--- src/rtl/mem_port_arbiter.sv ---
// mem_port_arbiter
// Shares one single-ported memory between the instruction-fetch port and the
// data (load/store) port. One transaction is in flight at a time:
//   IDLE -> ISSUE (strobe held until MemWaitreq=0) -> WAIT (reads only) -> RESP.
// The RESP cycle is the only cycle in which the owning port sees waitreq=0.
//
// Parameters:
//   WORD_SIZE    address/data width
//   MEM_LATENCY  cycles from read accept to valid MemReadData (>=1)
//   STARVE_LIMIT lost arbitrations before the fetch port is forced to win (>=1)
//
// Ports:
//   Clock, Resetn                   clock, asynchronous active-low reset
//   InstrReq/InstrAddr              fetch request and address
//   InstrIn/InstrWaitreq            fetched word, fetch-not-complete flag
//   ReadData/WriteData              data read / write request (write wins if both)
//   DataAddr/DataOut                data address and store data
//   DataIn/DataWaitreq              load word, data-not-complete flag
//   MemAddr/MemRead/MemWrite        memory address and strobes
//   MemWriteData/MemReadData        memory write / read data
//   MemWaitreq                      memory not accepting this cycle
//
// Build option: define MEM_PORT_ARB_RR_EN to replace data-priority with
// starvation guard by strict round-robin between the two ports.

module mem_port_arbiter #(
   parameter int unsigned WORD_SIZE    = 16,
   parameter int unsigned MEM_LATENCY  = 1,
   parameter int unsigned STARVE_LIMIT = 4
) (
   input  logic                 Clock,
   input  logic                 Resetn,
   input  logic                 InstrReq,
   input  logic [WORD_SIZE-1:0] InstrAddr,
   output logic [WORD_SIZE-1:0] InstrIn,
   output logic                 InstrWaitreq,
   input  logic                 ReadData,
   input  logic                 WriteData,
   input  logic [WORD_SIZE-1:0] DataAddr,
   input  logic [WORD_SIZE-1:0] DataOut,
   output logic [WORD_SIZE-1:0] DataIn,
   output logic                 DataWaitreq,
   output logic [WORD_SIZE-1:0] MemAddr,
   output logic                 MemRead,
   output logic                 MemWrite,
   output logic [WORD_SIZE-1:0] MemWriteData,
   input  logic [WORD_SIZE-1:0] MemReadData,
   input  logic                 MemWaitreq
);

   localparam int unsigned LatW = $clog2(MEM_LATENCY + 1);
   localparam logic [LatW-1:0] LatLoad = LatW'(MEM_LATENCY);
   localparam logic [LatW-1:0] LatOne  = LatW'(1);

   typedef enum logic [1:0] {StIdle, StIssue, StWait, StResp} state_e;

   state_e state_q, state_d;

   logic                 owner_data_q, owner_data_d;   // 1 = data port owns the transaction
   logic                 op_write_q, op_write_d;
   logic [WORD_SIZE-1:0] addr_q, addr_d;
   logic [WORD_SIZE-1:0] wdata_q, wdata_d;
   logic [LatW-1:0]      lat_cnt_q, lat_cnt_d;
   logic [WORD_SIZE-1:0] instr_in_q, instr_in_d;
   logic [WORD_SIZE-1:0] data_in_q, data_in_d;

   logic data_req;
   logic any_req;
   logic grant_data;

   assign data_req = ReadData | WriteData;
   assign any_req  = InstrReq | data_req;

`ifdef MEM_PORT_ARB_RR_EN
   // Last winner of a contested arbitration; resets to fetch so data wins first.
   logic last_win_instr_q, last_win_instr_d;

   always_comb begin
      grant_data       = data_req;
      last_win_instr_d = last_win_instr_q;
      if (InstrReq && data_req) begin
         grant_data = last_win_instr_q;
         if (state_q == StIdle) begin
            last_win_instr_d = ~last_win_instr_q;
         end
      end
   end

   always_ff @(posedge Clock or negedge Resetn) begin
      if (!Resetn) begin
         last_win_instr_q <= 1'b1;
      end else begin
         last_win_instr_q <= last_win_instr_d;
      end
   end
`else
   localparam int unsigned StarveW = $clog2(STARVE_LIMIT + 1);
   localparam logic [StarveW-1:0] StarveMax = StarveW'(STARVE_LIMIT);

   logic [StarveW-1:0] starve_cnt_q, starve_cnt_d;

   // Data has priority unless fetch has lost STARVE_LIMIT times in a row.
   always_comb begin
      grant_data   = data_req && !(InstrReq && (starve_cnt_q == StarveMax));
      starve_cnt_d = starve_cnt_q;
      if ((state_q == StIdle) && InstrReq) begin
         if (grant_data) begin
            if (starve_cnt_q != StarveMax) begin
               starve_cnt_d = starve_cnt_q + StarveW'(1);
            end
         end else begin
            starve_cnt_d = '0;
         end
      end
   end

   always_ff @(posedge Clock or negedge Resetn) begin
      if (!Resetn) begin
         starve_cnt_q <= '0;
      end else begin
         starve_cnt_q <= starve_cnt_d;
      end
   end
`endif

   // State register
   always_ff @(posedge Clock or negedge Resetn) begin
      if (!Resetn) begin
         state_q <= StIdle;
      end else begin
         state_q <= state_d;
      end
   end

   // Next-state logic
   always_comb begin
      state_d = state_q;
      unique case (state_q)
         StIdle: begin
            if (any_req) begin
               state_d = StIssue;
            end
         end
         StIssue: begin
            if (!MemWaitreq) begin
               state_d = op_write_q ? StResp : StWait;
            end
         end
         StWait: begin
            if (lat_cnt_q == LatOne) begin
               state_d = StResp;
            end
         end
         StResp: begin
            state_d = StIdle;
         end
         default: begin
            state_d = StIdle;
         end
      endcase
   end

   // Transaction latches, latency counter and read capture
   always_comb begin
      owner_data_d = owner_data_q;
      op_write_d   = op_write_q;
      addr_d       = addr_q;
      wdata_d      = wdata_q;
      lat_cnt_d    = lat_cnt_q;
      instr_in_d   = instr_in_q;
      data_in_d    = data_in_q;
      unique case (state_q)
         StIdle: begin
            if (any_req) begin
               owner_data_d = grant_data;
               op_write_d   = grant_data & WriteData;
               addr_d       = grant_data ? DataAddr : InstrAddr;
               if (grant_data && WriteData) begin
                  wdata_d = DataOut;
               end
            end
         end
         StIssue: begin
            if (!MemWaitreq && !op_write_q) begin
               lat_cnt_d = LatLoad;
            end
         end
         StWait: begin
            lat_cnt_d = lat_cnt_q - LatOne;
            // Captured even if the requester has since dropped its request.
            if (lat_cnt_q == LatOne) begin
               if (owner_data_q) begin
                  data_in_d = MemReadData;
               end else begin
                  instr_in_d = MemReadData;
               end
            end
         end
         default: begin
         end
      endcase
   end

   always_ff @(posedge Clock or negedge Resetn) begin
      if (!Resetn) begin
         owner_data_q <= 1'b0;
         op_write_q   <= 1'b0;
         addr_q       <= '0;
         wdata_q      <= '0;
         lat_cnt_q    <= '0;
         instr_in_q   <= '0;
         data_in_q    <= '0;
      end else begin
         owner_data_q <= owner_data_d;
         op_write_q   <= op_write_d;
         addr_q       <= addr_d;
         wdata_q      <= wdata_d;
         lat_cnt_q    <= lat_cnt_d;
         instr_in_q   <= instr_in_d;
         data_in_q    <= data_in_d;
      end
   end

   // Outputs
   always_comb begin
      MemRead      = (state_q == StIssue) && !op_write_q;
      MemWrite     = (state_q == StIssue) && op_write_q;
      MemAddr      = addr_q;
      MemWriteData = wdata_q;
      InstrIn      = instr_in_q;
      DataIn       = data_in_q;
      InstrWaitreq = InstrReq && !((state_q == StResp) && !owner_data_q);
      DataWaitreq  = data_req && !((state_q == StResp) && owner_data_q);
   end

endmodule

--- config.mk ---
export PLATFORM = sky130hd
export DESIGN_NAME = mem_port_arbiter
export DESIGN_NICKNAME = d
export VERILOG_FILES = /design/src/rtl/mem_port_arbiter.sv
export SDC_FILE = /design/constraint.sdc
export NUM_CORES = 1
export LEC_CHECK = 0
export CAP_MARGIN = 15
export CORE_UTILIZATION = 38
export CTS_BUF_LIST = sky130_fd_sc_hd__clkbuf_16
export DETAILED_ROUTE_END_ITERATION = 10
export PLACE_DENSITY = 0.77
export SYNTH_ARGS = -nofsm -noshare
export SYNTH_HDL_FRONTEND = slang
export SYNTH_SLANG_ARGS = --single-unit
--- constraint.sdc ---
create_clock -name Clock -period 1.63 [get_ports Clock]
set_input_delay 0.163 -clock Clock [delete_from_list [all_inputs] [get_ports Clock]]
set_output_delay 0.163 -clock Clock [all_outputs]
set_load 0.02 [all_outputs]
# Word level (Yosys, flattened, before mapping)
# Cells that the tools add are included.
[op_classes]
n_addsub = 2
n_reduce_logical = 26
n_mux = 10
n_bitwise = 4
eq_ne = 10
[ops]
columns = ["cell", "n"]
rows = [
  ["16-bit 2-to-1 mux", 1],
  ["3-bit AND reduction", 4],
  ["1-bit logical AND", 11],
  ["2-bit inequality test (second input constant)", 4],
  ["2-bit one-hot mux with 4 select lines", 1],
  ["1-bit logical NOT", 6],
  ["2-bit 2-to-1 mux", 3],
  ["3-bit 2-to-1 mux", 2],
  ["2-bit AND reduction", 3],
  ["2-bit equality test (second input constant)", 2],
  ["3-bit by 1-bit adder with 3-bit output (second input constant)", 1],
  ["3-bit equality test (second input constant)", 1],
  ["3-bit inequality test (second input constant)", 1],
  ["2-bit by 1-bit equality test with 1-bit output (second input constant)", 1],
  ["2-bit logical NOT", 1],
  ["1-bit 2-to-1 mux", 2],
  ["2-bit by 1-bit inequality test with 1-bit output (second input constant)", 1],
  ["1-bit OR", 2],
  ["1-bit one-hot mux with 2 select lines", 1],
  ["2-bit nonzero test", 1],
  ["1-bit bitwise AND", 1],
  ["1-bit NOT", 1],
  ["1-bit subtractor (second input constant)", 1],
]
[word_totals]
word_cells = 61
output_inout_bits = 68
ff_bits = 72
in_bits = 70

# Depth between registers and ports, before layout
[logic_depth]
word_depth = 6
depth_mapped = 7
ltp_nobuf = 5

# Worst setup path before layout
# Ideal clock, no wire load.
[synth_path]
path_kind = "register to register"
start = "register state_q[0]"
end = "register state_q[0]"
n_path_buf = 0
path_slack_ps = 3
synth_period_minus_slack_ps = 1627
setup_ps = 129
arrival_ps = 1497
stages_incl_launch_ff = 6
cell_sequence = "dfrtp_1 inv_1 ha_1 nor2b_1 or3_1 o41a_1"
[synth_via]
elab_chain_cells = 3
elab_cells_between_ends = 9
cone_classes = "6 x eq/ne; 1 x mux; 2 x reduce/logical"
[synth_lines]
columns = ["item", "line_no", "rtl"]
rows = [
  ["start: declaration", "57", "state_e state_q, state_d;"],
  ["start signal: assignment", "129", "state_q <= StIdle;"],
  ["start signal: assignment", "131", "state_q <= state_d;"],
  ["2-bit equality test, or another cell as far along", "138", "unique case (state_q)"],
  ["2-bit inequality test (no line)", "--", ""],
  ["3-bit AND reduction (no line)", "--", ""],
]
# Several ways; a longest one is shown, not always the timed one.
# A chain may end at the register's enable or synchronous reset.

# Worst setup path after layout
[layout_path]
start = "register state_q[1]"
end = "register state_q[0]"
# Same word-level chain as after synthesis.

==> metrics.md <==
| Metric | Value |
|---|---|
| Unrepaired setup endpoints after global routing | yes |
| P_leak | 2.17 nW |
| Ports | 138 |
| Fin. max-slew vios | 0 |
| Pre-CTS WS | -0.0917 ns |
| Syn Std Cell Area | 3140 um2 |
| Seq/Total Area, Yosys | 57.3% |
| Area of the multi-input gates | 1310 um2 |
| Total Power | 10.7 mW |
| Largest net degree at the start of global routing | 39 |
| Die W | 92.9 um |
| Finished Layout Cells | 516 |
| Met2 Use GR | 32.8% |
| Die Height | 92.9 um |
| Syn_area_per_cell | 12.6 um2 |
| Net switching power | 3.90 mW |
| Global-route usage over all layers | 18.6% |
| Vias in the first global route | 2620 |
| PortBufs | 137 |
| Root Driver | clkbuf_16 |
| ANT cells | 0 |
| Busiest grt layer | met2 |
| Max-Cap Viols | 0 |
| Most common cell after layout, fill and taps aside | clkdlybuf4s50_1 |
| Reg power frac | 30.6% |
| Final Hold Viols | 0 |
| Most frequent cells in the layout | clkdlybuf4s50_1, dfrtp_1, mux2_2, nor2_1, buf_4 |
| Sw frac | 36.4% |
| Syn. warnings | 0 |
| Startpoint Class | register |
| Crit path DAT | 1.91 ns |
| Pint | 6.80 mW |
| Final ANT Viol Nets | 0 |
| WL/cell | 15.6 um |
| Met1 Usage GRT | 22.6% |
| Crit end category | register |
| Clock transition at the registers of the reported paths | 0.06 ns |
| GPL Wtd Cong | 0.784 |
| Share of cells above drive strength 1 | 26.6% |
| Distinct cells, synth | 34 |
| Residual DRC count | 0 |
| DR iter-0 viols | 64 |
| Total global routing overflow | 0 |
| Syn nets | 326 |
| Antenna violations before repair | 0 |
| Crit Path Max Fanout | 4 |
| CTS Buffer Depth | 2 |
| Req. time, crit path | 1.88 ns |
| Placed Cells | 497 |
| Post-synth top area share | 57.3% |
| Clk_lat worst skew | 0.33 ns |
| DPL Wire Length | 5.71 mm |
| Post-route minimum period | 1.65 ns |
| Largest cells by area after synthesis | dfrtp_1, mux2_2, mux2_4, a31oi_1, nand3_1 |
| F_max | 604 MHz |
| CTS tree | yes |
| Comb power frac | 52.9% |
| Die area | 8640 um2 |
| Worst Setup Path Type | register to register |
| Setup violations, final | 1 |
| Nets | 486 |
| Met3 Usage GRT | 3.78% |
| Core Area | 7850 um2 |
| Status | finished, violations left |
| Cells after synthesis | 249 |
| Failing checks | setup timing |
| H-tree depth | 3 |
| Setup Skew | 0.00923 ns |
| Setup ws final | -0.0244 ns |
| Pwr Density | 2080 nW/um2 |
| Row cnt | 32 |
| Tightest Pin Transition | 0.346 ns |
| Synth-to-Final Area Change | 63.9% |
| First-pass DRT Iterations | 4 |
| Vias/cell | 4.98 |
| Hold Worst Slack | 0.277 ns |
| #FFs+latches synth | 72 |
| Tightest Hold Check Type | input pin to async pin |
| First-pass GRT wire length | 12.4 mm |
| Starting Density | 40.1% |
| Area leader, netlist | dfrtp_1 |
| Fillers | 624 |
| Fin crit share | 101% |
| Slew HR | 76.6% |
| Total Wirelength | 8.03 mm |
| Clk pwr share | 16.5% |
| FF+latch area | 1800 um2 |
| Worst VDD drop | 888 uV |
| Clock sinks | 72 |
| CTS Buf Count | 9 |
| Total number of vias | 2569 |
==> stage by stage <==
step,area [um2],setup TNS (ns),util (%)
floorplan,3140,0,-
global placement,4790,-0.455,61.0
global route,5150,-1.50,65.7
finish,5150,-0.0244,65.7
CTS,5070,-0.753,64.6
detailed placement,4790,-1.06,61.0
==> logic make-up after synthesis <==
family                     synth area share, %
adders and majority gates                 2.79
muxes                                     18.6
buffers and inverters                     3.14
AOI/OAI and AO/OA                         8.80
DFF                                       57.3
and+or+nand+nor                           9.32
==> worst max-delay path: stages (launching register included) <==
cell     delay (ns)
dfrtp_1        0.42
buf_6          0.14
ha_4           0.15
nor2b_4        0.12
buf_4          0.14
o41ai_1        0.41
o41a_1         0.21
==> state kept, by name, summed over array words and instances, names as in the netlist <==
register / count
DataIn: 16
owner_data_q: 1
MemWriteData: 16
lat_cnt_q: 1
InstrIn: 16
starve_cnt_q: 3
state_q: 2
op_write_q: 1
MemAddr: 16
==> area by class of cell <==
cell class | instances | share of cell area (%)
tap | 102 | 2.48
clock inverter | 7 | 0.898
timing repair buffer | 163 | 31.4
clock buffer | 9 | 4.37
inverter | 6 | 0.437
sequential | 72 | 35.0
multi-input combinational | 157 | 25.4
==> timing repair <==
item	in CTS	in global routing
gates cloned	0	1
hold buffers	1	0
setup buffers	1	0
resized for setup	15	19
hold endpoints to repair	21	0
pin swaps	1	0
endpoints found under the setup margin	6	44
==> worst paths after layout <==
kind | from | to | slack [ns] | cells past startpoint
worst max-delay path | state_q[1] | state_q[0] | -0.02 | 6
worst min-delay path | Resetn | DataIn[14] | 0.28 | 2
worst max register to register | state_q[1] | state_q[0] | -0.02 | 6
worst min register to register | DataIn[8] | DataIn[8] | 0.50 | 1
max in group asynchronous | Resetn | state_q[0] | 0.84 | 3
min in group Clock | DataAddr[5] | MemAddr[5] | 0.41 | 3
==> power groups by stage <==
stage	registers, mW	logic (mW)	clock network, mW
final	3.28	5.66	1.77
after global routing	3.39	6.04	1.89
after CTS	3.26	5.54	1.79
after detailed placement	3.27	5.52	0
after global placement	3.22	5.41	0
after floorplan	4.22	1.92	0
==> synthesized netlist by cell type (all sizes together) <==
| cell | count |
|---|---|
| a21boi | 1 |
| a21o | 2 |
| a21oi | 1 |
| a221o | 1 |
| a22o | 1 |
| a31oi | 16 |
| and2 | 2 |
| and3 | 3 |
| buf | 7 |
| clkbuf | 7 |
| dfrtp | 72 |
| ha | 7 |
| inv | 6 |
| mux2 | 49 |
| nand2 | 2 |
| nand3 | 20 |
| nor2 | 20 |
| nor2b | 3 |
| nor4 | 1 |
| nor4b | 2 |
| o21ai | 19 |
| o22ai | 1 |
| o31a | 1 |
| o41a | 1 |
| o41ai | 1 |
| or2 | 1 |
| or3 | 2 |
==> per-layer routing <==
metal / vias to the layer above / wire length (um)
li1: 1218 / -
met1: 1267 / 3320
met2: 80 / 4210
met3: 4 / 453
met4: 0 / 43
met5: - / 0
Power figures use the tool's default switching activity.
